==> config.mk <==
export PLATFORM = sky130hd
export DESIGN_NAME = decereal
export DESIGN_NICKNAME = d
export VERILOG_FILES = /design/src/rtl/serial_pkg.sv /design/src/rtl/sync2.sv /design/src/rtl/decereal.sv
export SDC_FILE = /design/constraint.sdc
export NUM_CORES = 1
export LEC_CHECK = 0
export CAP_MARGIN = 20
export CORE_MARGIN = 3
export CORE_UTILIZATION = 43
export CTS_CLUSTER_SIZE = 40
export DETAILED_ROUTE_END_ITERATION = 16
export DONT_BUFFER_PORTS = 1
export GPL_TIMING_DRIVEN = 0
export PLACE_DENSITY = 0.62
export REMOVE_ABC_BUFFERS = 1
export SLEW_MARGIN = 25
export SYNTH_ARGS = -nofsm -noshare
export SYNTH_HDL_FRONTEND = slang
export SYNTH_SLANG_ARGS = --single-unit
==> constraint.sdc <==
create_clock -name sysclk -period 3.1 [get_ports sysclk]
set_input_delay 0.62 -clock sysclk [delete_from_list [all_inputs] [get_ports sysclk]]
set_output_delay 0.62 -clock sysclk [all_outputs]
set_load 0.005 [all_outputs]
==> src/rtl/serial_pkg.sv <==
// Shared definitions for the 8N1 serial link.
// Transmitter and receiver take their bit timing from here.
package serial_pkg;

    localparam int CLKS_PER_BIT_DEF = 5208;

    typedef enum logic [2:0] {
        IDLE,
        START,
        DATA,
        STOP,
        BREAK
    } rx_state_e;

endpackage

==> src/rtl/sync2.sv <==
// Two-flop synchronizer for a single asynchronous input.
// Reset value is a parameter so idle-high and idle-low lines both fit.
module sync2 #(
    parameter logic RST_VAL = 1'b1
) (
    input  logic clk,
    input  logic rst_n,
    input  logic d,
    output logic q
);

    logic [1:0] ff_q;
    logic [1:0] ff_d;

    always_comb begin
        ff_d = {ff_q[0], d};
    end

    always_ff @(posedge clk or negedge rst_n) begin
        if (!rst_n) begin
            ff_q <= {2{RST_VAL}};
        end else begin
            ff_q <= ff_d;
        end
    end

    assign q = ff_q[1];

endmodule

==> src/rtl/decereal.sv <==
// 8N1 serial receiver: mid-bit sampling, LSB first, valid/ack output.
// Flags framing errors (pulse) and overruns (sticky until ack).
module decereal
    import serial_pkg::*;
#(
    parameter int CLKS_PER_BIT = CLKS_PER_BIT_DEF,
    parameter int HALF_BIT     = CLKS_PER_BIT / 2
) (
    input  logic       sysclk,
    input  logic       rst_n,
    input  logic       rxd,
    input  logic       ack,
    output logic [7:0] data,
    output logic       valid,
    output logic       frame_err,
    output logic       overrun,
    output logic       busy
);

    localparam int TW = $clog2(CLKS_PER_BIT);
    localparam logic [TW-1:0] FULL_RLD = TW'(CLKS_PER_BIT - 1);
    localparam logic [TW-1:0] HALF_RLD = TW'(HALF_BIT - 1);

    logic rxd_s;

    sync2 #(
        .RST_VAL(1'b1)
    ) u_sync (
        .clk  (sysclk),
        .rst_n(rst_n),
        .d    (rxd),
        .q    (rxd_s)
    );

    rx_state_e     state_q, state_d;
    logic [TW-1:0] timer_q, timer_d;
    logic [2:0]    bit_idx_q, bit_idx_d;
    logic [7:0]    shift_q, shift_d;
    logic [7:0]    data_q, data_d;
    logic          valid_q, valid_d;
    logic          frame_err_q, frame_err_d;
    logic          overrun_q, overrun_d;
    logic          busy_q, busy_d;
    logic          rxd_prev_q, rxd_prev_d;
    logic          tick;

    assign tick = (timer_q == '0);

    always_comb begin
        state_d     = state_q;
        timer_d     = timer_q;
        bit_idx_d   = bit_idx_q;
        shift_d     = shift_q;
        data_d      = data_q;
        valid_d     = valid_q;
        frame_err_d = 1'b0;
        overrun_d   = overrun_q;
        rxd_prev_d  = rxd_s;

        // Ack is applied first so a same-cycle delivery sees the slot free.
        if (ack && valid_q) begin
            valid_d   = 1'b0;
            overrun_d = 1'b0;
        end

        unique case (state_q)
            IDLE: begin
                if (!rxd_s && rxd_prev_q) begin
                    state_d = START;
                    timer_d = HALF_RLD;
                end
            end
            START: begin
                if (!tick) begin
                    timer_d = timer_q - 1'b1;
                end else if (!rxd_s) begin
                    state_d   = DATA;
                    bit_idx_d = 3'd0;
                    timer_d   = FULL_RLD;
                end else begin
                    state_d = IDLE;
                end
            end
            DATA: begin
                if (!tick) begin
                    timer_d = timer_q - 1'b1;
                end else begin
                    shift_d[bit_idx_q] = rxd_s;
                    timer_d            = FULL_RLD;
                    if (bit_idx_q == 3'd7) begin
                        state_d = STOP;
                    end else begin
                        bit_idx_d = bit_idx_q + 3'd1;
                    end
                end
            end
            STOP: begin
                if (!tick) begin
                    timer_d = timer_q - 1'b1;
                end else if (rxd_s) begin
                    state_d = IDLE;
                    if (valid_d) begin
                        overrun_d = 1'b1;
                    end else begin
                        data_d  = shift_q;
                        valid_d = 1'b1;
                    end
                end else begin
                    frame_err_d = 1'b1;
                    state_d     = BREAK;
                end
            end
            BREAK: begin
                if (rxd_s) begin
                    state_d = IDLE;
                end
            end
            default: begin
                state_d = IDLE;
            end
        endcase

        busy_d = (state_d != IDLE);
    end

    always_ff @(posedge sysclk or negedge rst_n) begin
        if (!rst_n) begin
            state_q     <= IDLE;
            timer_q     <= '0;
            bit_idx_q   <= '0;
            shift_q     <= '0;
            data_q      <= '0;
            valid_q     <= 1'b0;
            frame_err_q <= 1'b0;
            overrun_q   <= 1'b0;
            busy_q      <= 1'b0;
            rxd_prev_q  <= 1'b1;
        end else begin
            state_q     <= state_d;
            timer_q     <= timer_d;
            bit_idx_q   <= bit_idx_d;
            shift_q     <= shift_d;
            data_q      <= data_d;
            valid_q     <= valid_d;
            frame_err_q <= frame_err_d;
            overrun_q   <= overrun_d;
            busy_q      <= busy_d;
            rxd_prev_q  <= rxd_prev_d;
        end
    end

    assign data      = data_q;
    assign valid     = valid_q;
    assign frame_err = frame_err_q;
    assign overrun   = overrun_q;
    assign busy      = busy_q;

endmodule

==> impl_results.html, run 1 <==
<table>
<tr><th>Metric</th><th>Value</th></tr>
<tr><th colspan="2">Synth</th></tr>
<tr><td>Dominant combinational cell family by area after synthesis</td><td>simple AND/OR/NAND/NOR gates</td></tr>
<tr><td>Number of flops mapped to enable cells by yosys</td><td>0</td></tr>
<tr><td>Post-synthesis sequential area ratio</td><td>0.488</td></tr>
<tr><td>Average size of a mapped cell</td><td>11.0 um2</td></tr>
<tr><td>Xor-xnor portion of the synthesized cell area</td><td>0</td></tr>
<tr><td>Simple-gate portion of the synthesized area</td><td>0.180</td></tr>
<tr><td>Fraction of the mapped netlist area in compound gates</td><td>0.167</td></tr>
<tr><td>Syn Inst Count</td><td>roughly 200</td></tr>
<tr><td>Total of flip-flops plus latches after synthesis</td><td>42</td></tr>
<tr><td>Adder and majority cell fraction of the synthesized area</td><td>0.0174</td></tr>
<tr><td>Count of unique library cells instantiated by Yosys</td><td>52</td></tr>
<tr><td>Multiplexer fraction of the synthesized cell area</td><td>0.0996</td></tr>
<tr><td>Top flip-flop cell by instance count after synthesis</td><td>sky130_fd_sc_hd__dfrtp_1</td></tr>
<tr><td>Yosys warns</td><td>0</td></tr>
<tr><td>Async set-or-reset flop fraction in the synthesized netlist</td><td>1.00</td></tr>
<tr><td>Synthesized area</td><td>2160 um2</td></tr>
<tr><th colspan="2">Layout</th></tr>
<tr><td>Post-layout nets</td><td>a little under 200</td></tr>
<tr><td>Area occupied by multi-input gates</td><td>just over 1000 um2</td></tr>
<tr><td>Layout overhead on the synthesized area</td><td>6.14%</td></tr>
<tr><td>Fraction of final layout cells sized beyond drive strength 1</td><td>0.178</td></tr>
<tr><td>Post-Layout Inst Area</td><td>2290 um2</td></tr>
<tr><td>Layout Cells excl Fill</td><td>approximately 260</td></tr>
<tr><td>Number of fill cells</td><td>440</td></tr>
<tr><td>Ant diodes</td><td>0</td></tr>
<tr><td>Sequential Area</td><td>around 1100 um2</td></tr>
<tr><th colspan="2">Run status</th></tr>
<tr><td>Outcome</td><td>finished clean</td></tr>
<tr><th colspan="2">CTS</th></tr>
<tr><td>Register clock-pin slew on the reported worst setup and hold paths</td><td>about 80 ps</td></tr>
<tr><td>Clock Sinks</td><td>42</td></tr>
<tr><td>Post-CTS sizing</td><td>0</td></tr>
<tr><td>TritonCTS clock tree</td><td>built</td></tr>
<tr><td>Buffer type at the clock tree root</td><td>sky130_fd_sc_hd__clkbuf_8</td></tr>
<tr><td>Clock network latency to the later pin of the worst-skew pair</td><td>around 280 ps</td></tr>
<tr><td>Number of buffers created by CTS</td><td>5</td></tr>
<tr><td>Bufs on Longest Clock Path</td><td>2</td></tr>
<tr><td>Number of H-tree branching levels</td><td>2</td></tr>
<tr><th colspan="2">Power</th></tr>
<tr><td>Overall Power</td><td>~1.5 mW</td></tr>
<tr><td>Worst vdd rail ir drop</td><td>300 uV</td></tr>
<tr><td>Static leakage</td><td>0.985 nW</td></tr>
<tr><td>Power Dens Cells</td><td>between 600 and 700 nW/um2</td></tr>
<tr><th colspan="2">Min path</th></tr>
<tr><td>Classification of the worst-slack hold path</td><td>in2async</td></tr>
<tr><th colspan="2">Route</th></tr>
<tr><td>M1 wire length</td><td>between 1500 and 2000 um</td></tr>
<tr><td>Top metal layer carrying routed signals</td><td>met4</td></tr>
<tr><td>Via total after detailed routing</td><td>about 1,500</td></tr>
<tr><td>Routed length on met3</td><td>203 um</td></tr>
<tr><td>Drt via density</td><td>5.84</td></tr>
<tr><td>First drt pass iteration count</td><td>4</td></tr>
<tr><td>Average detailed-routed wire length per instance</td><td>between 15 and 20 um</td></tr>
<tr><td>Met2 wire length</td><td>about 2200 um</td></tr>
<tr><td>Post-route DRC violation count</td><td>0</td></tr>
<tr><td>Routed Antenna Nets</td><td>0</td></tr>
<tr><td>Final wirelength</td><td>~4200 um</td></tr>
<tr><td>Iteration-0 DRC count of the detailed router</td><td>approximately 120</td></tr>
<tr><th colspan="2">Die</th></tr>
<tr><td>Die width</td><td>between 70 and 80 um</td></tr>
<tr><td>Std-Cell Rows</td><td>25</td></tr>
<tr><td>Starting density of the core</td><td>0.452</td></tr>
<tr><td>Total Die Area</td><td>5910 um2</td></tr>
<tr><td>Die height</td><td>between 70 and 80 um</td></tr>
<tr><td>Core Area</td><td>between 4000 and 5000 um2</td></tr>
<tr><td>Number of top-level pins</td><td>16</td></tr>
<tr><th colspan="2">Placement</th></tr>
<tr><td>Instance area after placement</td><td>~2200 um2</td></tr>
<tr><td>Number of placed instances with taps included</td><td>249</td></tr>
<tr><td>Number of buffers inserted by port buffering</td><td>0</td></tr>
<tr><td>Final weighted congestion of routability-driven global placement</td><td>0.787</td></tr>
<tr><td>Post-DP HPWL</td><td>roughly 2900 um</td></tr>
<tr><th colspan="2">Setup path</th></tr>
<tr><td>Logic depth of the worst register-to-register path</td><td>6</td></tr>
<tr><td>Worst reg2reg setup slack</td><td>around 130 ps</td></tr>
<tr><td>Endpoint kind of the worst setup timing path</td><td>flip-flop</td></tr>
<tr><td>Worst setup path category</td><td>reg2reg</td></tr>
<tr><td>Endpoint of the lowest-slack register-to-register path</td><td>data[4]</td></tr>
<tr><td>Data arrival time at the worst-slack endpoint</td><td>around 3100 ps</td></tr>
<tr><td>Worst reg2reg path startpoint</td><td>timer_q[0]</td></tr>
<tr><td>Required time reported for the critical path endpoint</td><td>roughly 3300 ps</td></tr>
<tr><td>Worst Setup Start Kind</td><td>flip-flop</td></tr>
<tr><td>Critical-path maximum fanout</td><td>21</td></tr>
<tr><th colspan="2">GRT</th></tr>
<tr><td>Pin count of the biggest net entering global routing</td><td>43</td></tr>
<tr><td>Initial antenna violation count</td><td>0</td></tr>
<tr><td>Vias in the first global route</td><td>roughly 1,600</td></tr>
<tr><td>GR Util All Layers</td><td>0.163</td></tr>
<tr><td>Remaining global-route overflow</td><td>0</td></tr>
<tr><td>Wire length of the first global-routing pass</td><td>between 7000 and 8000 um</td></tr>
<tr><th colspan="2">Timing</th></tr>
<tr><td>Unrepaired setup endpoints after global routing</td><td>no</td></tr>
<tr><td>Worst Tran Pin Value</td><td>881 ps</td></tr>
<tr><td>Total setup violations reported at the end of the flow</td><td>0</td></tr>
<tr><td>Fin crit share</td><td>0.959</td></tr>
<tr><td>Final worst clock skew</td><td>4.95 ps</td></tr>
<tr><td>Max-slew violation total from the final report</td><td>0</td></tr>
<tr><td>Min Clock Period, post-route</td><td>just under 3000 ps</td></tr>
<tr><td>Worst slew margin relative to its limit</td><td>0.409</td></tr>
<tr><td>Final Hold Viols</td><td>0</td></tr>
<tr><td>Max Freq</td><td>337 MHz</td></tr>
<tr><td>Setup TNS</td><td>0 ps</td></tr>
<tr><th colspan="2">Job</th></tr>
<tr><td>Max-capacitance violation count</td><td>0</td></tr>
</table>
==> repair_timing <==
item                                    in CTS  in global routing
hold endpoints to repair                     0                  4
endpoints found under the setup margin       0                  0
hold buffers                                 0                  1
setup buffers                                0                  0
==> per-layer routing <==
metal,GRT usage,vias to the layer above
met5,0,-
met3,0.0434,2
met1,0.200,735
met4,0.0543,0
li1,-,735
met2,0.278,34
==> placed cells by master, fill, tap and decap left out, drive strengths merged, types with 5 or more instances in the layout <==
cell	instances
clkbuf	7
o221ai	8
nor4	5
dfrtp	39
o21ai	8
mux2	17
inv	7
nor3	8
nor2	16
a21oi	8
nand2	6
==> worst max-delay path by stage <==
stage               start         end
2_1_floorplan  timer_q[0]     data[0]
3_3_place_gp   timer_q[0]  shift_q[5]
3_5_place_dp   timer_q[0]     data[4]
4_1_cts        timer_q[0]     data[4]
5_1_grt        timer_q[1]     data[7]
6_report       timer_q[0]     data[4]
==> synthesized netlist by cell type, drive strengths merged (5+ instances only) <==
library cell  instances  area share
dfrtp                39        0.45
mux2                 17       0.090
nor2                 16       0.028
clkbuf                9       0.016
a21oi                 8       0.019
nor3                  8       0.024
o21ai                 8       0.019
o221ai                8       0.032
inv                   7       0.012
buf                   6       0.020
nand2                 6       0.010
nor4                  5       0.020
==> through the flow <==
step	utilization	hold WS [ps]	setup WS, ps
6_report	0.479	24.4	128
5_1_grt	0.479	0.816	2.69
4_1_cts	0.477	8.17	117
3_5_place_dp	0.455	326	139
3_3_place_gp	0.453	326	156
2_1_floorplan	-	324	441
==> power by group <==
group | switching (mW) | leakage, nW | total, mW | internal (mW)
sequential | 0.114 | 0.541 | 0.747 | 0.634
combinational | 0.167 | 0.392 | 0.320 | 0.152
clock | 0.172 | 0.0524 | 0.413 | 0.241
==> critical path, stage by stage, from the launching register on <==
cell,delay (ps)
sky130_fd_sc_hd__dfrtp_1,410
sky130_fd_sc_hd__inv_1,70
sky130_fd_sc_hd__ha_1,200
sky130_fd_sc_hd__or4b_1,600
sky130_fd_sc_hd__or4_4,720
sky130_fd_sc_hd__nor3_4,450
sky130_fd_sc_hd__mux2_2,390
==> registers in the layout, indices dropped and copies added, names as in the netlist <==
signal and cells:
bit_idx_q 3, busy 1, data 8, frame_err 1
overrun 1, rxd_prev_q 1, shift_q 8, state_q 3
timer_q 13, u_sync.ff_q 2, valid 1
==> cell type report <==
cell class	count	share of cell area
flip-flops and latches	42	0.460
multi-input cells	133	0.441
well taps	67	0.0366
clock buffers	7	0.0333
clock inverters	1	0.0131
inverters	7	0.0115
repair buffers	1	0.00436
==> cells by family after synthesis <==
logic type                 after synthesis
and+or+nand+nor                         64
AOI/OAI and AO/OA                       47
DFF                                     42
buffers and inverters                   22
muxes                                   19
adders and majority gates                3
Note: power is estimated with default switching activity, not from simulation.
==> inputs of run 2 (changes only) <==
--- a/config.mk
+++ b/config.mk
@@ -14,7 +14,7 @@
 export GPL_TIMING_DRIVEN = 0
 export PLACE_DENSITY = 0.62
 export REMOVE_ABC_BUFFERS = 1
-export SLEW_MARGIN = 25
+export SLEW_MARGIN = 20
 export SYNTH_ARGS = -nofsm -noshare
 export SYNTH_HDL_FRONTEND = slang
 export SYNTH_SLANG_ARGS = --single-unit
==> run 2 against run 1 <==
Net effect: maximum frequency up 0.38%; worst hold slack gained 0.78 ps; cell area about the same; sequential power hardly changed; non-clock buffer count grew 1; cell count increased by 0.39%; sequential cell count unchanged; combinational power down 2%; clock skew is 1.9 ps higher; global-route usage decreased by 0.45 points; critical path type unchanged; highest routed layer unchanged.
==> impl_results.html, run 2 (synthesis results as in run 1) <==
<table>
<tr><th>Metric</th><th>Value</th></tr>
<tr><th colspan="2">Die</th></tr>
<tr><td>Starting density of the core</td><td>0.452 (unchanged)</td></tr>
<tr><td>Number of top-level pins</td><td>16 (unchanged)</td></tr>
<tr><td>Die width</td><td>76.9 um (unchanged)</td></tr>
<tr><td>Core Area</td><td>4790 um2 (unchanged)</td></tr>
<tr><td>Total Die Area</td><td>5910 um2 (unchanged)</td></tr>
<tr><td>Die height</td><td>76.9 um (unchanged)</td></tr>
<tr><td>Std-Cell Rows</td><td>25 (unchanged)</td></tr>
<tr><th colspan="2">Timing</th></tr>
<tr><td>Max Freq</td><td>338 MHz (+0.38%)</td></tr>
<tr><td>Worst slew margin relative to its limit</td><td>0.398 (-0.0112)</td></tr>
<tr><td>Worst hold slack across all endpoints</td><td>25.2 ps (+0.776 ps)</td></tr>
<tr><td>Total setup violations reported at the end of the flow</td><td>0 (unchanged)</td></tr>
<tr><td>Setup TNS</td><td>0 ps (unchanged)</td></tr>
<tr><td>Unrepaired setup endpoints after global routing</td><td>no</td></tr>
<tr><td>Final Hold Viols</td><td>0 (unchanged)</td></tr>
<tr><td>Final worst clock skew</td><td>6.83 ps (+1.87 ps)</td></tr>
<tr><td>Worst Tran Pin Value</td><td>904 ps (+22.7 ps)</td></tr>
<tr><td>Max-slew violation total from the final report</td><td>0 (unchanged)</td></tr>
<tr><td>Fin crit share</td><td>0.955 (-0.00363)</td></tr>
<tr><td>Min Clock Period, post-route</td><td>2960 ps (-11.3 ps)</td></tr>
<tr><th colspan="2">Layout</th></tr>
<tr><td>Flip-flop count of the largest register after layout</td><td>13 (unchanged)</td></tr>
<tr><td>Fraction of final layout cells sized beyond drive strength 1</td><td>0.182 (+0.00428)</td></tr>
<tr><td>Post-layout nets</td><td>198 (+0.51%)</td></tr>
<tr><td>Most common library cell in the layout ignoring fill and taps</td><td>sky130_fd_sc_hd__dfrtp_1</td></tr>
<tr><td>Biggest register</td><td>timer_q</td></tr>
<tr><td>Ant diodes</td><td>0 (unchanged)</td></tr>
<tr><td>Most used cells in the layout excluding fill and tap cells</td><td>sky130_fd_sc_hd__dfrtp_1, sky130_fd_sc_hd__nor2_1, sky130_fd_sc_hd__mux2_2, sky130_fd_sc_hd__a21oi_1, sky130_fd_sc_hd__o221ai_1</td></tr>
<tr><td>Layout Cells excl Fill</td><td>259 (+0.39%)</td></tr>
<tr><td>Layout overhead on the synthesized area</td><td>6.08% (about the same)</td></tr>
<tr><th colspan="2">Run status</th></tr>
<tr><td>Outcome</td><td>finished clean</td></tr>
<tr><th colspan="2">Power</th></tr>
<tr><td>Static leakage</td><td>0.990 nW (+0.52%)</td></tr>
<tr><td>Internal power of the cells</td><td>1.03 mW (about the same)</td></tr>
<tr><td>Combinational share of power</td><td>0.214 (-0.002)</td></tr>
<tr><td>Fraction of power spent switching nets</td><td>0.302 (-0.00379)</td></tr>
<tr><td>Sequential share of power</td><td>0.506 (about the same)</td></tr>
<tr><td>Worst vdd rail ir drop</td><td>302 uV (+0.83%)</td></tr>
<tr><td>Sw Pwr</td><td>0.444 mW (-1.9%)</td></tr>
<tr><td>Clock network power share</td><td>0.279 (about the same)</td></tr>
<tr><td>Power Dens Cells</td><td>642 nW/um2 (-0.57%)</td></tr>
<tr><th colspan="2">Setup path</th></tr>
<tr><td>CP Capture Point</td><td>data[4]</td></tr>
<tr><td>Worst reg2reg setup slack</td><td>140 ps (about the same)</td></tr>
<tr><td>Endpoint of the lowest-slack register-to-register path</td><td>data[4]</td></tr>
<tr><td>Logic depth of the worst register-to-register path</td><td>6 (unchanged)</td></tr>
<tr><td>Endpoint kind of the worst setup timing path</td><td>flip-flop</td></tr>
<tr><td>Critical-path maximum fanout</td><td>21 (unchanged)</td></tr>
<tr><td>Worst reg2reg path startpoint</td><td>timer_q[1]</td></tr>
<tr><td>Worst setup path category</td><td>reg2reg</td></tr>
<tr><td>Data arrival time at the worst-slack endpoint</td><td>3130 ps (about the same)</td></tr>
<tr><td>Required time reported for the critical path endpoint</td><td>3270 ps (about the same)</td></tr>
<tr><td>Launching element of the worst setup path</td><td>timer_q[1]</td></tr>
<tr><td>Worst Setup Start Kind</td><td>flip-flop</td></tr>
<tr><th colspan="2">Placement</th></tr>
<tr><td>Post-DP HPWL</td><td>2890 um (-0.51%)</td></tr>
<tr><td>Final weighted congestion of routability-driven global placement</td><td>0.787 (unchanged)</td></tr>
<tr><td>Number of placed instances with taps included</td><td>250 (+0.40%)</td></tr>
<tr><td>Number of buffers inserted by port buffering</td><td>0 (unchanged)</td></tr>
<tr><th colspan="2">Route</th></tr>
<tr><td>Drt via density</td><td>6.01 (+2.9%)</td></tr>
<tr><td>Routed Antenna Nets</td><td>0 (unchanged)</td></tr>
<tr><td>First drt pass iteration count</td><td>4 (unchanged)</td></tr>
<tr><td>Iteration-0 DRC count of the detailed router</td><td>142 (+23%)</td></tr>
<tr><td>Final wirelength</td><td>4200 um (-0.78%)</td></tr>
<tr><td>Via total after detailed routing</td><td>1,556 (+3.3%)</td></tr>
<tr><td>Post-route DRC violation count</td><td>0 (unchanged)</td></tr>
<tr><td>Average detailed-routed wire length per instance</td><td>16.2 um (-1.2%)</td></tr>
<tr><th colspan="2">GRT</th></tr>
<tr><td>Wire length of the first global-routing pass</td><td>7620 um (-2.2%)</td></tr>
<tr><td>GR Util All Layers</td><td>0.159 (-0.00447)</td></tr>
<tr><td>Remaining global-route overflow</td><td>0 (unchanged)</td></tr>
<tr><td>Vias in the first global route</td><td>1,582 (-1.4%)</td></tr>
<tr><td>Initial antenna violation count</td><td>0 (unchanged)</td></tr>
<tr><td>Pin count of the biggest net entering global routing</td><td>43 (unchanged)</td></tr>
<tr><th colspan="2">CTS</th></tr>
<tr><td>Post-CTS sizing</td><td>0 (unchanged)</td></tr>
<tr><td>Number of H-tree branching levels</td><td>2 (unchanged)</td></tr>
<tr><td>TritonCTS clock tree</td><td>built</td></tr>
<tr><td>Clock Sinks</td><td>42 (unchanged)</td></tr>
<tr><td>Clock network latency to the later pin of the worst-skew pair</td><td>290 ps (about the same)</td></tr>
<tr><td>Number of buffers created by CTS</td><td>5 (unchanged)</td></tr>
<tr><td>Bufs on Longest Clock Path</td><td>2 (unchanged)</td></tr>
<tr><td>Buffer type at the clock tree root</td><td>sky130_fd_sc_hd__clkbuf_8</td></tr>
<tr><td>Register clock-pin slew on the reported worst setup and hold paths</td><td>80 ps (about the same)</td></tr>
<tr><th colspan="2">Min path</th></tr>
<tr><td>Classification of the worst-slack hold path</td><td>in2async</td></tr>
<tr><th colspan="2">Job</th></tr>
<tr><td>Max-capacitance violation count</td><td>0 (unchanged)</td></tr>
</table>
-- run 2: cell types whose count changed in the layout (fill, tap and decap cells not counted) --
cell	previous run	this run
sky130_fd_sc_hd__nor4_4	1	0
sky130_fd_sc_hd__nor4_2	1	2
sky130_fd_sc_hd__buf_4	0	1
-- run 2: repair_timing --
item,4_1_cts,5_1_grt
endpoints found under the hold margin,0,5
hold buffers,0,1
setup endpoints to repair,0,0
setup buffers,0,0
-- run 2: stage by stage --
step,instance area (um2),power (mW),worst slack [ps],util
detailed placement,2180,1.06,158,0.455
CTS,2280,1.48,134,0.477
global placement,2170,1.04,156,0.453
global route,2290,1.57,17.1,0.479
floorplan,2080,0.979,441,-
finish,2290,1.47,140,0.479
-- run 2: layout make-up --
type	count	area, um2
clock inverters	1	30.0
fillers	435	2490
inverters	7	26.3
clock buffers	7	76.3
repair buffers	2	17.5
multi-input cells	133	1000
well taps	67	83.8
flip-flops and latches	42	1050
-- run 2: worst min path at each step --
stage,end,slack [ps],cells after the start
final,timer_q[0],30,0
after global routing,overrun,0.7,0
after CTS,timer_q[6],9,0
after detailed placement,timer_q[10],330,0
after global placement,timer_q[11],330,0
after floorplan,bit_idx_q[0],320,0
-- run 2: metal layers --
metal,GRT usage,up-vias,share of wire
met5,0,-,0
met2,0.271,47,0.52
met1,0.198,763,0.41
li1,-,738,-
met3,0.0376,8,0.059
met4,0.0507,0,0.012
-- run 2: power groups by stage --
stage / sequential (mW) / combinational (mW) / clock [mW]
final: 0.744 / 0.315 / 0.411
after global routing: 0.762 / 0.356 / 0.452
after CTS: 0.743 / 0.311 / 0.428
after detailed placement: 0.754 / 0.308 / 0
after global placement: 0.746 / 0.295 / 0
after floorplan: 0.722 / 0.257 / 0
-- run 2: critical path, cell delays in order (launching register included) --
cell	delay (ps)
sky130_fd_sc_hd__dfrtp_1	400
sky130_fd_sc_hd__inv_1	80
sky130_fd_sc_hd__ha_1	200
sky130_fd_sc_hd__or4b_1	600
sky130_fd_sc_hd__or4_4	720
sky130_fd_sc_hd__nor3_4	450
sky130_fd_sc_hd__mux2_2	390
==> inputs of run 3 (changes only) <==
--- a/config.mk
+++ b/config.mk
@@ -5,14 +5,14 @@
 export SDC_FILE = /design/constraint.sdc
 export NUM_CORES = 1
 export LEC_CHECK = 0
-export CAP_MARGIN = 20
+export CAP_MARGIN = 40
 export CORE_MARGIN = 3
 export CORE_UTILIZATION = 43
 export CTS_CLUSTER_SIZE = 40
 export DETAILED_ROUTE_END_ITERATION = 16
 export DONT_BUFFER_PORTS = 1
 export GPL_TIMING_DRIVEN = 0
-export PLACE_DENSITY = 0.62
+export PLACE_DENSITY_LB_ADDON = 0.12
 export REMOVE_ABC_BUFFERS = 1
 export SLEW_MARGIN = 20
 export SYNTH_ARGS = -nofsm -noshare
==> run 3 against run 2 <==
Net effect: largest cell class unchanged; worst hold slack improved by 130 ps; total power rose by 2.0%; combinational power rose by 3%; core utilization rose by 0.73 points; sequential cell count did not move; setup slack improved by 34 ps; maximum frequency rose by 1.2%; clock power rose by 4%.
==> impl_results.html, run 3 (synthesis results as in run 1) <==
<table>
<tr><th>Metric</th><th>Value</th></tr>
<tr><th colspan="2">Run status</th></tr>
<tr><td>Outcome</td><td>finished clean</td></tr>
<tr><th colspan="2">Power</th></tr>
<tr><td>Power Dens Cells</td><td>645 nW/um2 (+0.48%)</td></tr>
<tr><td>Overall Power</td><td>1.50 mW (+2.0%)</td></tr>
<tr><td>Worst vdd rail ir drop</td><td>296 uV (-2.0%)</td></tr>
<tr><td>Static leakage</td><td>0.999 nW (+0.90%)</td></tr>
<tr><th colspan="2">Route</th></tr>
<tr><td>Iteration-0 DRC count of the detailed router</td><td>150 (+5.6%)</td></tr>
<tr><td>First drt pass iteration count</td><td>4 (unchanged)</td></tr>
<tr><td>Via total after detailed routing</td><td>1,593 (+2.4%)</td></tr>
<tr><td>Post-route DRC violation count</td><td>0 (unchanged)</td></tr>
<tr><td>Drt via density</td><td>6.08 (+1.2%)</td></tr>
<tr><td>Average detailed-routed wire length per instance</td><td>17.3 um (+6.6%)</td></tr>
<tr><td>Final wirelength</td><td>4530 um (+7.9%)</td></tr>
<tr><td>Routed Antenna Nets</td><td>0 (unchanged)</td></tr>
<tr><th colspan="2">CTS</th></tr>
<tr><td>Post-CTS sizing</td><td>0 (unchanged)</td></tr>
<tr><td>Buffer type at the clock tree root</td><td>sky130_fd_sc_hd__clkbuf_8</td></tr>
<tr><td>Register clock-pin slew on the reported worst setup and hold paths</td><td>80 ps (about the same)</td></tr>
<tr><td>Post CTS Setup Buffer Count</td><td>0 (unchanged)</td></tr>
<tr><td>Number of H-tree branching levels</td><td>2 (unchanged)</td></tr>
<tr><td>TritonCTS clock tree</td><td>built</td></tr>
<tr><td>Clock network latency to the later pin of the worst-skew pair</td><td>290 ps (about the same)</td></tr>
<tr><td>Bufs on Longest Clock Path</td><td>2 (unchanged)</td></tr>
<tr><td>Number of buffers created by CTS</td><td>5 (unchanged)</td></tr>
<tr><td>Clock Sinks</td><td>42 (unchanged)</td></tr>
<tr><th colspan="2">Setup path</th></tr>
<tr><td>Worst setup path category</td><td>reg2reg</td></tr>
<tr><td>Required time reported for the critical path endpoint</td><td>3280 ps (about the same)</td></tr>
<tr><td>Data arrival time at the worst-slack endpoint</td><td>3110 ps (-20 ps)</td></tr>
<tr><td>Critical-path maximum fanout</td><td>21 (unchanged)</td></tr>
<tr><td>Worst reg2reg setup slack</td><td>170 ps (+30 ps)</td></tr>
<tr><td>Cell with the largest stage delay on the worst path</td><td>sky130_fd_sc_hd__or4_4</td></tr>
<tr><td>Endpoint kind of the worst setup timing path</td><td>flip-flop</td></tr>
<tr><td>Worst Setup Start Kind</td><td>flip-flop</td></tr>
<tr><td>Delay contributed by the slowest stage of the critical path</td><td>730 ps (about the same)</td></tr>
<tr><td>Series of cell instances along the critical path</td><td>inv_1, ha_1, or4b_1, or4_4, nor3_4, mux2_2</td></tr>
<tr><th colspan="2">Die</th></tr>
<tr><td>Die width</td><td>76.9 um (unchanged)</td></tr>
<tr><td>Number of top-level pins</td><td>16 (unchanged)</td></tr>
<tr><td>Std-Cell Rows</td><td>25 (unchanged)</td></tr>
<tr><td>Core Area</td><td>4790 um2 (unchanged)</td></tr>
<tr><td>Die height</td><td>76.9 um (unchanged)</td></tr>
<tr><td>Starting density of the core</td><td>0.452 (unchanged)</td></tr>
<tr><td>Total Die Area</td><td>5910 um2 (unchanged)</td></tr>
<tr><th colspan="2">Timing</th></tr>
<tr><td>Final Hold Viols</td><td>0 (unchanged)</td></tr>
<tr><td>Max-slew violation total from the final report</td><td>0 (unchanged)</td></tr>
<tr><td>Setup TNS</td><td>0 ps (unchanged)</td></tr>
<tr><td>Min Clock Period, post-route</td><td>2930 ps (-33.9 ps)</td></tr>
<tr><td>Unrepaired setup endpoints after global routing</td><td>no</td></tr>
<tr><td>Final worst clock skew</td><td>7.29 ps (+0.463 ps)</td></tr>
<tr><td>Fin crit share</td><td>0.944 (-0.0109)</td></tr>
<tr><td>Worst Tran Pin Value</td><td>837 ps (-66.9 ps)</td></tr>
<tr><td>Final worst setup slack</td><td>173 ps (+33.9 ps)</td></tr>
<tr><td>Max Freq</td><td>342 MHz (+1.2%)</td></tr>
<tr><td>Total setup violations reported at the end of the flow</td><td>0 (unchanged)</td></tr>
<tr><td>Worst slew margin relative to its limit</td><td>0.438 (+0.0404)</td></tr>
<tr><th colspan="2">GRT</th></tr>
<tr><td>Global routing's busiest layer</td><td>met2</td></tr>
<tr><td>Met3 GRT Util</td><td>0.0352 (-0.00235)</td></tr>
<tr><td>Initial antenna violation count</td><td>0 (unchanged)</td></tr>
<tr><td>Wire length of the first global-routing pass</td><td>8010 um (+5.1%)</td></tr>
<tr><td>GR Util All Layers</td><td>0.169 (+0.0106)</td></tr>
<tr><td>Remaining global-route overflow</td><td>0 (unchanged)</td></tr>
<tr><td>Pin count of the biggest net entering global routing</td><td>24 (-44%)</td></tr>
<tr><td>Met1 Resource Use GR</td><td>0.226 (+0.0287)</td></tr>
<tr><td>Vias in the first global route</td><td>1,539 (-2.7%)</td></tr>
<tr><td>Global-route met2 utilization</td><td>0.268 (-0.00261)</td></tr>
<tr><th colspan="2">Layout</th></tr>
<tr><td>Fraction of final layout cells sized beyond drive strength 1</td><td>0.195 (+0.0126)</td></tr>
<tr><td>Flip-flop count of the largest register after layout</td><td>13 (unchanged)</td></tr>
<tr><td>Most common library cell in the layout ignoring fill and taps</td><td>sky130_fd_sc_hd__dfrtp_1</td></tr>
<tr><td>Biggest register</td><td>timer_q</td></tr>
<tr><td>Layout Cells excl Fill</td><td>262 (+1.2%)</td></tr>
<tr><td>Number of fill cells</td><td>449 (+3.2%)</td></tr>
<tr><td>Ant diodes</td><td>0 (unchanged)</td></tr>
<tr><td>Area occupied by multi-input gates</td><td>1010 um2 (+0.87%)</td></tr>
<tr><td>Layout overhead on the synthesized area</td><td>7.70%</td></tr>
<tr><td>Post-layout nets</td><td>201 (+1.5%)</td></tr>
<tr><td>Most used cells in the layout excluding fill and tap cells</td><td>sky130_fd_sc_hd__dfrtp_1, sky130_fd_sc_hd__nor2_1, sky130_fd_sc_hd__mux2_2, sky130_fd_sc_hd__a21oi_1, sky130_fd_sc_hd__o221ai_1</td></tr>
<tr><td>Sequential Area</td><td>1050 um2 (unchanged)</td></tr>
<tr><th colspan="2">Job</th></tr>
<tr><td>Max-capacitance violation count</td><td>0 (unchanged)</td></tr>
<tr><th colspan="2">Min path</th></tr>
<tr><td>Classification of the worst-slack hold path</td><td>in2async</td></tr>
<tr><th colspan="2">Placement</th></tr>
<tr><td>Number of placed instances with taps included</td><td>250 (unchanged)</td></tr>
<tr><td>Post-DP HPWL</td><td>2980 um (+3.1%)</td></tr>
<tr><td>Post-placement setup slack</td><td>95.7 ps (-62.4 ps)</td></tr>
<tr><td>Number of buffers inserted by port buffering</td><td>0 (unchanged)</td></tr>
<tr><td>Final weighted congestion of routability-driven global placement</td><td>0.827 (+5.2%)</td></tr>
</table>
[run 3: cell count changes in the layout (fill, tap and decap cells not counted), sizes merged]
| cell | change |
|---|---|
| dlygate4sd3 | +1 |
| buf | +1 |
| clkinvlp | +1 |
[run 3: path summary, 6_finish.rpt]
kind / startpoint / endpoint / depth (start not counted)
setup / recovery: timer_q[0] / data[7] / 6
hold / removal: rst_n / u_sync.ff_q[1] / 0
setup reg to reg: timer_q[0] / data[7] / 6
hold reg to reg: u_sync.ff_q[0] / u_sync.ff_q[1] / 0
max in group asynchronous: rst_n / timer_q[8] / 1
min in group sysclk: rxd / u_sync.ff_q[0] / 0
[run 3: power by group]
part           leakage (nW)  switching (mW)  internal [mW]
combinational         0.407           0.172          0.155
clock                0.0514           0.187          0.240
sequential            0.541           0.113          0.633
total                 0.999           0.472           1.03
[run 3: layout make-up]
cell class	instances	area share
clock buffers	6	0.0312
clock inverters	2	0.0161
inverters	7	0.0113
multi-input cells	133	0.435
flip-flops and latches	42	0.453
well taps	67	0.0360
repair buffers	5	0.0172
[run 3: repair_timing]
action	4_1_cts	5_1_grt
hold buffers	3	0
endpoints found under the setup margin	0	8
endpoints found under the hold margin	23	0
[run 3: per-stage QoR]
step	instance area [um2]	util	hold slack (ps)
final	2330	0.486	158
after global routing	2330	0.486	140
after CTS	2320	0.486	146
after detailed placement	2180	0.456	326
after global placement	2170	0.453	326
after floorplan	2080	-	324
[run 3: routing by layer]
layer	part of all wire	wire length, um	vias up
met1	0.44	1990	797
li1	-	-	745
met3	0.051	229	8
met2	0.49	2230	43
met5	0	0	-
met4	0.017	78	0
[run 3: worst max-delay path, delay by kind of cell, from the launching register on]
family                   cells  cell delay [ps]
buffers and inverters        1               70
flip-flops                   1              420
adder cells (fa/ha/maj)      1              190
multiplexers                 1              390
AND/OR/NAND/NOR              3             1750
==> patch 1 (config.mk and constraints of run 2) <==
`RST_VAL` is set to 1'b1 in 2 places; all go to 1'b0.
--- a/src/rtl/sync2.sv
+++ b/src/rtl/sync2.sv
@@ -3,3 +3,3 @@
 module sync2 #(
-    parameter logic RST_VAL = 1'b1
+    parameter logic RST_VAL = 1'b0
 ) (
--- a/src/rtl/decereal.sv
+++ b/src/rtl/decereal.sv
@@ -26,3 +26,3 @@
     sync2 #(
-        .RST_VAL(1'b1)
+        .RST_VAL(1'b0)
     ) u_sync (
Formal check against the unedited RTL: not equivalent (Yosys sat finds a counterexample within 4 cycles, from zero or initial values and one cycle with rst_n low).
==> patch 1 against run 2 <==
Die area down 0.12%; design area up 0.38%; critical path type unchanged; synthesized cell count unchanged; routed wire length up 7.2%; power up 1.4%; global-route usage up 0.48 points; cell count down 0.39%; sequential cell count unchanged; first-iteration DRC count up 5.6%; synthesized area down 0.12%; combinational power up 3%; clock skew down 0.0019 ns; worst setup slack better by 0.025 ns; clock power up 1%.
==> patch 1: results (changes against run 2) <==
Status: complete, no violations (unchanged)
Clock Skew: 0.00491 ns (was 0.00683 ns)
Max clock buf depth: 2 (unchanged)
Post-CTS Setup Inserts: 0 (unchanged)
Drt first pass iters: 4 (unchanged)
Worst EP arrival: 3.11 ns (was 3.13 ns)
P_leak: 0.991 nW (was 0.990 nW)
GP Congestion: 0.872 (was 0.787)
RR Endpoint: data[2] (was data[4])
Root buffer cell: clkbuf_8 (unchanged)
Largest net degree at the start of global routing: 43 (unchanged)
Initial antenna violation count: 0 (unchanged)
Normalized max-slew margin: 35.3% (was 39.8%)
Share of layout cells above drive strength 1: 17.3% (was 18.2%)
Ranking of synthesized cells by area: dfrtp_1, mux2_2, o221ai_1 (was dfrtp_1, mux2_2, dfstp_2)
Vias: 1,569 (was 1,556)
R2R Setup Slk: 0.16 ns (was 0.14 ns)
Post-layout nets: 197 (was 198)
Syn. warnings: 0 (unchanged)
Avg Synthesized Cell Area: 11.0 µm² (about the same)
Setup violators final: 0 (unchanged)
R2r worst-path depth: 6 (unchanged)
Post-synth cell types: 52 (unchanged)
DRT Wirelength: 4500 µm (was 4200 µm)
Largest register by flop count: timer_q (unchanged)
Placed wire-length estimate: 3030 µm (was 2890 µm)
GRT Total Usage: 16.4% (was 15.9%)
WL per Instance: 17.4 µm (was 16.2 µm)
HP Class: input pin to asynchronous set/reset pin (unchanged)
Max stage delay cell, worst path: or4_4 (unchanged)
DR iter-0 viols: 150 (was 142)
Clock transition at the registers of the reported paths: 0.08 ns (about the same)
Max IR drop VDD: 295 µV (was 302 µV)
Critical path's largest stage delay: 0.72 ns (about the same)
Pre-CTS setup slack: 0.119 ns (was 0.158 ns)
Post-synthesis sequential area ratio: 48.8% (about the same)
Global-route wire length before repair: 7870 µm (was 7620 µm)
DP Area: 2170 µm² (was 2180 µm²)
Post-synth top cells: dfrtp_1, mux2_2, nor2_1, clkbuf_1 (unchanged)
Placed Cells: 249 (was 250)
Launch point of the worst reg-to-reg path: timer_q[0] (was timer_q[1])
Fin Hold WS: 0.0228 ns (was 0.0252 ns)
==> patch 1: power by group <==
part | total, mW | internal (mW) | switching [mW]
sequential | 0.748 | 0.632 | 0.116
clock | 0.417 | 0.241 | 0.176
combinational | 0.326 | 0.153 | 0.173
total | 1.49 | 1.03 | 0.465
==> patch 1: cell type report <==
| class | count | area [µm²] |
|---|---|---|
| fill | 437 | 2480 |
| sequential | 42 | 1050 |
| multi-input combinational | 133 | 1010 |
| tap | 67 | 83.8 |
| clock buffer | 7 | 76.3 |
| clock inverter | 1 | 30.0 |
| inverter | 7 | 26.3 |
| timing repair buffer | 1 | 20.0 |
==> patch 1: per-layer routing <==
| layer | wire [µm] | vias to the layer above | track usage, % |
|---|---|---|---|
| met3 | 156 | 4 | 3.76 |
| met1 | 1960 | 799 | 20.5 |
| met5 | 0 | - | 0 |
| met4 | 37 | 0 | 5.43 |
| met2 | 2350 | 28 | 27.8 |
| li1 | - | 738 | - |
==> patch 1: how the worst max path moves through the flow <==
| stage | startpoint | to | slack (ns) | depth (start not counted) |
|---|---|---|---|---|
| 2_1_floorplan | timer_q[0] | data[0] | 0.44 | 6 |
| 3_3_place_gp | timer_q[0] | shift_q[0] | 0.16 | 6 |
| 3_5_place_dp | timer_q[0] | data[2] | 0.12 | 6 |
| 4_1_cts | timer_q[0] | data[2] | 0.1 | 6 |
| 5_1_grt | timer_q[0] | data[2] | 0.03 | 6 |
| 6_report | timer_q[0] | data[2] | 0.16 | 6 |
==> patch 1: logic make-up (layout without fill, tap and decap cells) <==
logic type / count (synthesis) / after routing / share of synthesized area [%]
AOI/OAI and AO/OA: 47 / 47 / 16.8
adders and majority gates: 3 / 3 / 1.74
buffers and inverters: 22 / 16 / 4.75
DFF: 42 / 42 / 48.8
muxes: 19 / 19 / 9.97
and+or+nand+nor: 64 / 64 / 18.0
==> patch 2 (settings of run 2) <==
Without the edit above. `shift_q` and `data_q` no longer have a reset.
--- a/src/rtl/decereal.sv
+++ b/src/rtl/decereal.sv
@@ -130,4 +130,2 @@
             bit_idx_q   <= '0;
-            shift_q     <= '0;
-            data_q      <= '0;
             valid_q     <= 1'b0;
@@ -141,4 +139,2 @@
             bit_idx_q   <= bit_idx_d;
-            shift_q     <= shift_d;
-            data_q      <= data_d;
             valid_q     <= valid_d;
@@ -149,2 +145,7 @@
         end
+    end
+
+    always_ff @(posedge sysclk) begin
+        shift_q <= shift_d;
+        data_q  <= data_d;
     end
Check against the original RTL: same outputs for any inputs over 10 cycles, from zero or initial values and one cycle with rst_n low; that may be too few to reach the edited logic, so the function may still have changed.
==> patch 2 against run 2 <==
Sequential cell count unchanged; power rose by 1.4%; fmax rose by 6.1%; cell count decreased by 5.8%; via count fell by 6.9%; synthesized area down 3.9%; non-clock buffer count is the same; routed wire length fell by 5.1%; worst setup slack better by 0.17 ns; design area shrank 3.7%; utilization up 1.1 points; clock skew is 0.0026 ns lower; critical path type unchanged; critical endpoint is now timer_q[3]; highest routed layer unchanged.
==> patch 2: results (changes against run 2) <==
Global-route wire length before repair: 6550 µm (was 7620 µm)
Post-synth cell types: 48 (was 52)
Pre-CTS setup slack: 0.313 ns (was 0.158 ns)
Avg Synthesized Cell Area: 10.8 µm² (was 11.0 µm²)
DRT Wirelength: 3980 µm (was 4200 µm)
Hold_buf cts: 1 (was 0)
Status: complete, no violations (unchanged)
WL per Instance: 16.3 µm (was 16.2 µm)
# fillers: 420 (was 435)
Vias in the first global route: 1,347 (was 1,582)
Clk cell area share: 4.20% (was 4.64%)
Largest net degree at the start of global routing: 17 (was 43)
Max FO, Critical Path: 14 (was 21)
Placed wire-length estimate: 2750 µm (was 2890 µm)
Clock Skew: 0.00419 ns (was 0.00683 ns)
Area share of fa/ha/maj cells after synthesis: 2.29% (was 1.74%)
Post-synthesis sequential area ratio: 54.7% (was 48.8%)
Register area: 1130 µm² (was 1050 µm²)
Area of the multi-input gates: 853 µm² (was 1000 µm²)
GP Congestion: 0.853 (was 0.787)
Max IR drop VDD: 334 µV (was 302 µV)
P_leak: 0.842 nW (was 0.990 nW)
Placed Cells: 234 (was 250)
Multi-input gates: 129 (was 133)
Share of layout cells above drive strength 1: 12.5% (was 18.2%)
R2r worst-path depth: 7 (was 6)
Post-synthesis mux area share: 3.19% (was 9.96%)
EDFF count, synth: 16 (was 0)
Non-clock inverter count: 11 (was 7)
-- patch 2: worst paths after layout --
kind                           startpoint              to  slack [ns]
max in group asynchronous           rst_n      state_q[0]        1.80
setup / recovery               timer_q[0]      timer_q[3]        0.31
setup reg to reg               timer_q[0]      timer_q[3]        0.31
hold / removal                      rst_n  u_sync.ff_q[0]        0.15
min in group sysclk                   rxd  u_sync.ff_q[0]        0.31
hold reg to reg            u_sync.ff_q[0]  u_sync.ff_q[1]        0.36
-- patch 2: where the power goes --
part / internal [mW] / total [mW] / leakage (nW) / switching, mW
Clock: 0.161 / 0.362 / 0.0408 / 0.201
Sequential: 0.643 / 0.743 / 0.460 / 0.0996
Combinational: 0.160 / 0.387 / 0.340 / 0.227
Total: 0.964 / 1.49 / 0.842 / 0.527
-- patch 2: metrics by stage --
step | hold WS, ns | util [%] | power [mW] | cell area (µm²)
3_3_place_gp | 0.325 | 46.4 | 1.11 | 2090
6_report | 0.154 | 49.0 | 1.49 | 2210
3_5_place_dp | 0.325 | 46.4 | 1.13 | 2090
2_1_floorplan | 0.324 | - | 1.03 | 2020
5_1_grt | 0.135 | 49.0 | 1.58 | 2210
4_1_cts | 0.00252 | 48.6 | 1.50 | 2190
-- patch 2: critical path, stage by stage, from the launching register on --
cell	delay [ns]
dfrtp_1	0.38
inv_1	0.10
ha_1	0.23
nor4b_4	0.41
nand4_1	0.18
a22oi_2	0.47
and3_1	0.64
o221ai_1	0.23
-- patch 2: metal layers --
metal  vias up  share of wire [%]  track usage [%]
met3         6                3.2             4.49
met2        33                 52             25.7
li1        698                  -                -
met5         -                  0                0
met1       712                 44             18.8
met4         0                1.3             6.21
